## config.mk

```make
export PLATFORM = sky130hd
export DESIGN_NAME = hub75_scanner
export DESIGN_NICKNAME = d
export VERILOG_FILES = /design/src/rtl/hub75_scanner.sv
export SDC_FILE = /design/constraint.sdc
export NUM_CORES = 1
export LEC_CHECK = 0
export CAP_MARGIN = 0
export CELL_PAD_IN_SITES_DETAIL_PLACEMENT = 1
export CELL_PAD_IN_SITES_GLOBAL_PLACEMENT = 1
export CORE_UTILIZATION = 37
export DETAILED_ROUTE_END_ITERATION = 7
export HOLD_SLACK_MARGIN = 0.08
export PLACE_DENSITY_LB_ADDON = 0.1
export SLEW_MARGIN = 20
export SYNTH_ARGS = -nofsm -noshare
export SYNTH_HDL_FRONTEND = slang
export SYNTH_SLANG_ARGS = --single-unit
```

## constraint.sdc

```tcl
create_clock -name clk -period 3.5 [get_ports clk]
set_input_delay 0.875 -clock clk [delete_from_list [all_inputs] [get_ports clk]]
set_output_delay 0.875 -clock clk [all_outputs]
set_load 0.05 [all_outputs]
```

## src/rtl/hub75_scanner.sv

```systemverilog
// HUB75 refresh engine: fetches top/bottom pixel pairs, shifts one bit-plane per pass,
// latches it and lights it for a binary-weighted time (BASE_TICKS << plane cycles).
module hub75_scanner #(
  parameter int COLS       = 64,
  parameter int ROW_BITS   = 4,
  parameter int PLANES     = 5,
  parameter int BASE_TICKS = 16
) (
  input  logic                              clk,
  input  logic                              reset,
  output logic [ROW_BITS+$clog2(COLS)-1:0]  read_addr,
  output logic                              read_en,
  input  logic [15:0]                       read_data_top,
  input  logic [15:0]                       read_data_bottom,
  output logic [1:0]                        hub75_red,
  output logic [1:0]                        hub75_green,
  output logic [1:0]                        hub75_blue,
  output logic [ROW_BITS-1:0]               hub75_addr,
  output logic                              hub75_clk,
  output logic                              hub75_lat,
  output logic                              hub75_oe,
  output logic                              frame_start
);

  localparam int COL_W   = $clog2(COLS);
  localparam int PLANE_W = (PLANES > 1) ? $clog2(PLANES) : 1;
  localparam int TICK_W  = $clog2(BASE_TICKS << (PLANES - 1)) + 1;

  // IDLE only exists for the cycles reset is held; the first edge after release enters PRIME.
  typedef enum logic [2:0] {IDLE, PRIME, SHIFT, BLANK, LATCH, DISPLAY} state_t;

  state_t               state_q, state_d;
  logic                 phase_q, phase_d;
  logic [COL_W-1:0]     col_q, col_d;
  logic [TICK_W-1:0]    tick_q, tick_d;
  logic [ROW_BITS-1:0]  row_q, row_d;
  logic [PLANE_W-1:0]   plane_q, plane_d;
  logic                 load_rgb, load_row;
  logic [TICK_W-1:0]    tick_last;

  logic [ROW_BITS+COL_W-1:0] read_addr_q;
  logic                      read_en_q, hub75_clk_q, hub75_lat_q, hub75_oe_q, frame_start_q;
  logic [1:0]                red_q, green_q, blue_q;
  logic [ROW_BITS-1:0]       hub75_addr_q;

  // RGB565 channels as 5-bit fields; green LSB (bit 5) is dropped.
  logic [4:0] top_r, top_g, top_b, bot_r, bot_g, bot_b;
  logic       unused_green_lsb;

  assign top_r = read_data_top[15:11];
  assign top_g = read_data_top[10:6];
  assign top_b = read_data_top[4:0];
  assign bot_r = read_data_bottom[15:11];
  assign bot_g = read_data_bottom[10:6];
  assign bot_b = read_data_bottom[4:0];
  assign unused_green_lsb = read_data_top[5] ^ read_data_bottom[5];

  assign tick_last = (TICK_W'(BASE_TICKS) << plane_q) - TICK_W'(1);

  always_comb begin
    state_d  = state_q;
    phase_d  = phase_q;
    col_d    = col_q;
    tick_d   = tick_q;
    row_d    = row_q;
    plane_d  = plane_q;
    load_rgb = 1'b0;
    load_row = 1'b0;
    case (state_q)
      IDLE: begin
        state_d = PRIME;
        phase_d = 1'b0;
      end
      PRIME: begin
        if (!phase_q) begin
          phase_d = 1'b1;
        end else begin
          phase_d  = 1'b0;
          state_d  = SHIFT;
          col_d    = '0;
          load_rgb = 1'b1;
        end
      end
      SHIFT: begin
        if (!phase_q) begin
          phase_d = 1'b1;
        end else begin
          phase_d  = 1'b0;
          load_rgb = 1'b1;
          if (col_q == COL_W'(COLS - 1)) begin
            state_d  = BLANK;
            load_row = 1'b1;
          end else begin
            col_d = col_q + 1'b1;
          end
        end
      end
      BLANK: state_d = LATCH;
      LATCH: begin
        state_d = DISPLAY;
        tick_d  = '0;
      end
      DISPLAY: begin
        if (tick_q == tick_last) begin
          state_d = PRIME;
          phase_d = 1'b0;
          if (plane_q == PLANE_W'(PLANES - 1)) begin
            plane_d = '0;
            row_d   = row_q + 1'b1;
          end else begin
            plane_d = plane_q + 1'b1;
          end
        end else begin
          tick_d = tick_q + 1'b1;
        end
      end
      default: state_d = IDLE;
    endcase
  end

  // Outputs are registered from next-state so the panel pins never glitch.
  always_ff @(posedge clk) begin
    if (reset) begin
      state_q       <= IDLE;
      phase_q       <= 1'b0;
      col_q         <= '0;
      tick_q        <= '0;
      row_q         <= '0;
      plane_q       <= '0;
      read_addr_q   <= '0;
      read_en_q     <= 1'b0;
      hub75_clk_q   <= 1'b0;
      hub75_lat_q   <= 1'b0;
      hub75_oe_q    <= 1'b1;
      frame_start_q <= 1'b0;
      red_q         <= '0;
      green_q       <= '0;
      blue_q        <= '0;
      hub75_addr_q  <= '0;
    end else begin
      state_q       <= state_d;
      phase_q       <= phase_d;
      col_q         <= col_d;
      tick_q        <= tick_d;
      row_q         <= row_d;
      plane_q       <= plane_d;
      read_addr_q   <= {row_d, (state_d == SHIFT) ? col_d + COL_W'(1) : COL_W'(0)};
      read_en_q     <= (state_d == PRIME) || (state_d == SHIFT);
      hub75_clk_q   <= (state_d == SHIFT) && phase_d;
      hub75_lat_q   <= (state_d == LATCH);
      hub75_oe_q    <= (state_d != DISPLAY);
      frame_start_q <= (state_d == PRIME) && !phase_d && (row_d == '0) && (plane_d == '0);
      if (load_rgb) begin
        red_q   <= {bot_r[plane_q], top_r[plane_q]};
        green_q <= {bot_g[plane_q], top_g[plane_q]};
        blue_q  <= {bot_b[plane_q], top_b[plane_q]};
      end
      if (load_row) begin
        hub75_addr_q <= row_q;
      end
    end
  end

  assign read_addr   = read_addr_q;
  assign read_en     = read_en_q;
  assign hub75_red   = red_q;
  assign hub75_green = green_q;
  assign hub75_blue  = blue_q;
  assign hub75_addr  = hub75_addr_q;
  assign hub75_clk   = hub75_clk_q;
  assign hub75_lat   = hub75_lat_q;
  assign hub75_oe    = hub75_oe_q;
  assign frame_start = frame_start_q;

endmodule

```

; Yosys cells after proc, flatten, opt, wreduce, memory -nomap -nowiden
; Cells that the tools add are included.
[word_totals]
register_bits = 47
input_bits = 34
output_inout_bits = 25
wordCells = 88
[classes]
n_addsub = 6
n_lt_le_gt_ge = 1
n_eq_ne = 13
n_shift = 1
muxes = 37
bitwise_logic = 1
reduce_logical = 13
[ops]
columns = op, count
row1 = $mux W3, 7
row2 = $bmux W1 S3, 6
row3 = $mux W6, 3
row4 = $pmux W3 S6, 1
row5 = $pmux W9 S2, 1
row6 = $mux W1, 13
row7 = $add A6 B1 Y6 const B, 2
row8 = $eq A3 B3 Y1 const B, 4
row9 = $mux W4, 3
row10 = $pmux W6 S2, 1
row11 = $add A9 B1 Y9 const B, 1
row12 = $eq A3 B2 Y1 const B, 3
row13 = $eq A9 B9 Y1, 1
row14 = $mux W9, 1
row15 = $shl A5 B3 Y9 const A, 1
row16 = $sub A9 B2 Y9 const B, 1
row17 = $eq A3 B1 Y1 const B, 2
row18 = $eq A6 B6 Y1 const B, 1
row19 = $logic_not A3 Y1, 2
row20 = $add A4 B1 Y4 const B, 1
row21 = $logic_and A1 B1 Y1, 4
row22 = $logic_not A4 Y1, 1
row23 = $lt A3 B4 Y1 const B, 1
row24 = $reduce_or A2 Y1, 2
row25 = 9 further kinds, 9

; Depth between registers and ports, before layout
[depth]
depth_word = 9
depth_mapped = 12
mapped_depth_nobuf = 10

; Worst setup path before layout
; Ideal clock, no wire load.
[synth_timing]
path_kind = register -> register
startpoint = register plane_q[0]
endpoint = register tick_q[8]
setup_ps = 70
t_arrival_ps = 2901
t_required_ps = 3430
setup_slack_ps = 529
path_stages_with_launch = 12
n_path_buf = 1
period_less_slack_ps = 2971
cell_sequence = dfxtp_1 clkbuf_1 inv_1 ha_1 nand2b_1 ha_1 and2b_1 a21oi_1 o311ai_4 o21ai_2 or4_1 a21oi_1
[synth_via]
elab_chain_cells = 5
[synth_lines]
columns = element, line_no
row1 = start: declaration, 37  ; logic [PLANE_W-1:0] plane_q, plane_d;
row2 = start signal: assignment, 146  ; plane_q <= plane_d;
row3 = $shl A5 B3 Y9, 58  ; assign tick_last = (TICK_W'(BASE_TICKS) << plane_q) - TICK_W'(1);
row4 = $sub A9 B2 Y9, 58
row5 = $eq A9 B9 Y1, 104  ; if (tick_q == tick_last) begin
row6 = $ne A2 B2 Y1 (no line), --
row7 = $reduce_and A2 Y1 (no line), --
row8 = end signal: assignment, 144  ; tick_q <= tick_d;
row9 = end: declaration, 35  ; logic [TICK_W-1:0] tick_q, tick_d;
; No other way between the ends.
; A chain may end at the register's enable or synchronous reset.

; Worst setup path in the final report
[layout_timing]
startpoint = register plane_q[1]
endpoint = register tick_q[8]
; Same word-level chain as after synthesis.

==> impl_results.md <==
* Status: completed
* Vias in the first global route at 2493
* Worst Setup End Kind: register
* CTS Buffer Depth at 2
* Residual DRC at 0
* Clock buffer count from CTS at 5
* Core area at approximately 6800 um2
* Kind of critical path: register to register
* Yosys top cell area share at a little over a third
* Post-route setup slack at a little under 0.6 ns
* 1st-iter DRT viols at 73
* Final WL at slightly below 7 mm
* Commonest non-fill, non-tap cells in the layout: 56 x clkdlybuf4s50_1, 47 x dfxtp_1, 35 x nor2_1
* Placed Instance Area at between 3000 and 4000 um2
* Starting Density at a little under two fifths
* Cells after DPL at between 400 and 500
* FMAX at between 300 and 400 MHz
* PostCTS Resize Cnt at 0
* CTS tree: yes
* Max Transition Viols Final at 0
* Die W at roughly 86 um
* Placer Congestion at approximately 0.85
* Register area share after synthesis at a little over a third
* Site Rows at 30
* Synthesized area at roughly 2600 um2
* Mapped Cells at 296
* Area grow syn2layout at 29.45%
* CP max-delay cell: or4_1
* Worst vdd ir at about 0.12 mV
* Slew headroom at between 50% and 60%
* Main flop type after synthesis: dfxtp_1
* Overall power at 1.093 mW
* Max cap viols at 0
* Post-DR wirelength/cell at between 15 and 20 um
* Yosys warns at 0
* Final period utilization at a little over four fifths
* Most common cell after layout, fill and taps aside: clkdlybuf4s50_1
* Clock latency on the worst-skew pair at 0.31 ns
* Gr ovfl total at 0
* Final instance area at 3377 um2
* Worst hold path type: register to register
* H-tree Lvls at 2
* Worst EP arrival at around 3.2 ns
* Post-route ant nets at 0
* CP Max Fanout at 14
* Clock period minus final worst setup slack at a little under 3 ns
* Setup TNS at 0 ns
* Total GRT Usage at between 10% and 20%
* Clock slew at reported path FFs at 0.09 ns
* Pin count of the biggest net entering global routing at 24
* Die H at 85.97 um
* Final Hold Viols at 0
* Die area at about 7400 um2
* Clock skew at about 0.005 ns
* Final HPWL from detailed placement at between 5 and 6 mm
* Critical Path Start Type: register
* Port Buf Inserts at 56
* Largest area contributor in the netlist: dfxtp_1
* CP max stage delay at ~0.52 ns
* Crit path required time at about 3.8 ns
* Via-per-instance ratio at 5.368
* Final Core Density at between 40% and 50%
* First-pass GRT wire length at around 12 mm
* Ports at 59
* CTS root buf: clkbuf_8
* Crit path cell chain: inv_1 > ha_1 > nand2b_1 > ha_1 > and2b_1 > and4_4 > o311ai_4 > o21ai_2 > or4_1 > a21oi_1
* Pre-CTS setup slack at 0.6132 ns
* Nets@finish at a little under 400
* Most frequent CP cell: ha_1
* Worst hold slack at between 0.4 and 0.5 ns
* Post-Syn Nets at 340
* Cell variety after synth at 54
* Post-CTS setup buffer count at 0
* Clock tree sinks at 47
* RSZ-0062 raised after global routing: false
* CTS Hold Bufs at 0
* Antenna fix cells at 0
* Mean Syn Cell Area at 8.813 um2
* DRT Pass-1 Iters at 4
* Area contributors post-synth: dfxtp_1 36%, mux4_2 5.2%, nor2_1 5.0%
* Post-synth ARST share at 0%
* Final std cells w/o fill at 448
* PD cells at around 320 nW/um2
* EDFF count, synth at 0
* Layout cells sized above 1 at between 8 and 9%
* Seq cells post-synth at 47
* Static Leak at roughly 1.2 nW
* DR vias at 2405
* # setup viols final at 0
* Worst-Margin Slew at between 0.7 and 0.8 ns
* Initial antenna violation count at 0
[cell usage after synthesis (5+ instances only)]
library cell / count
a311oi_1: 6
mux4_2: 6
a21oi_1: 21
mux2i_1: 10
nor3_1: 9
nor2_1: 35
nand4_1: 5
o21ai_0: 8
xor2_1: 6
nand2_1: 20
inv_1: 8
clkbuf_1: 9
xnor2_1: 7
ha_1: 10
dfxtp_1: 47
nand3_1: 14
[sequential cells by signal, indices dropped and copies added (netlist names)]
signal and count:
col_q 6, frame_start 1, hub75_addr 4, hub75_blue 2, hub75_clk 1, hub75_green 2
hub75_lat 1, hub75_oe 1, hub75_red 2, phase_q 1, plane_q 3, read_addr 10
read_en 1, state_q 3, tick_q 9
[per-layer routing]
metal  track usage (%)  wire length, um  part of all wire (%)
met3             4.620              331                   4.9
met5                 0                0                     0
met1             24.90             3125                    46
met4             5.909               83                   1.2
met2             34.13             3261                    48
[power breakdown]
group          switching [mW]  internal [mW]
clock                   0.195          0.180
combinational          0.0825         0.0722
sequential             0.0172          0.547
[area by class of cell]
class,count,area (um2)
inverters,9,33.78
clock inverters,1,7.507
repair buffers,61,598.1
well taps,96,120.1
clock buffers,7,96.34
multi-input cells,227,1580
flip-flops and latches,47,940.9
fillers,807,3417
[critical path: cells and delay by family, from the launching register on]
| kind | cells | cell delay (ns) |
|---|---|---|
| fa+ha+maj | 2 | 0.51 |
| flops | 1 | 0.32 |
| buf+inv | 1 | 0.11 |
| simple gates | 4 | 1.02 |
| compound gates | 3 | 0.88 |
[cells by family (layout without fill, tap and decap cells)]
logic type	Yosys count	after routing	share of synthesized area [%]
xor+xnor	13	13	4.365
compound gates	61	61	16.26
simple gates	127	127	26.14
fa+ha+maj	10	10	4.796
mux	16	16	9.017
buf+inv	22	78	3.357
flops	47	47	36.07
[final timing paths]
kind              startpoint        end  slack (ns)  depth (start not counted)
setup / recovery  plane_q[1]  tick_q[8]        0.58                         10
hold / removal     tick_q[1]  tick_q[1]        0.49                          2
setup reg to reg  plane_q[1]  tick_q[8]        0.58                         10
hold reg to reg    tick_q[1]  tick_q[1]        0.49                          2
Power figures use the tool's default switching activity.
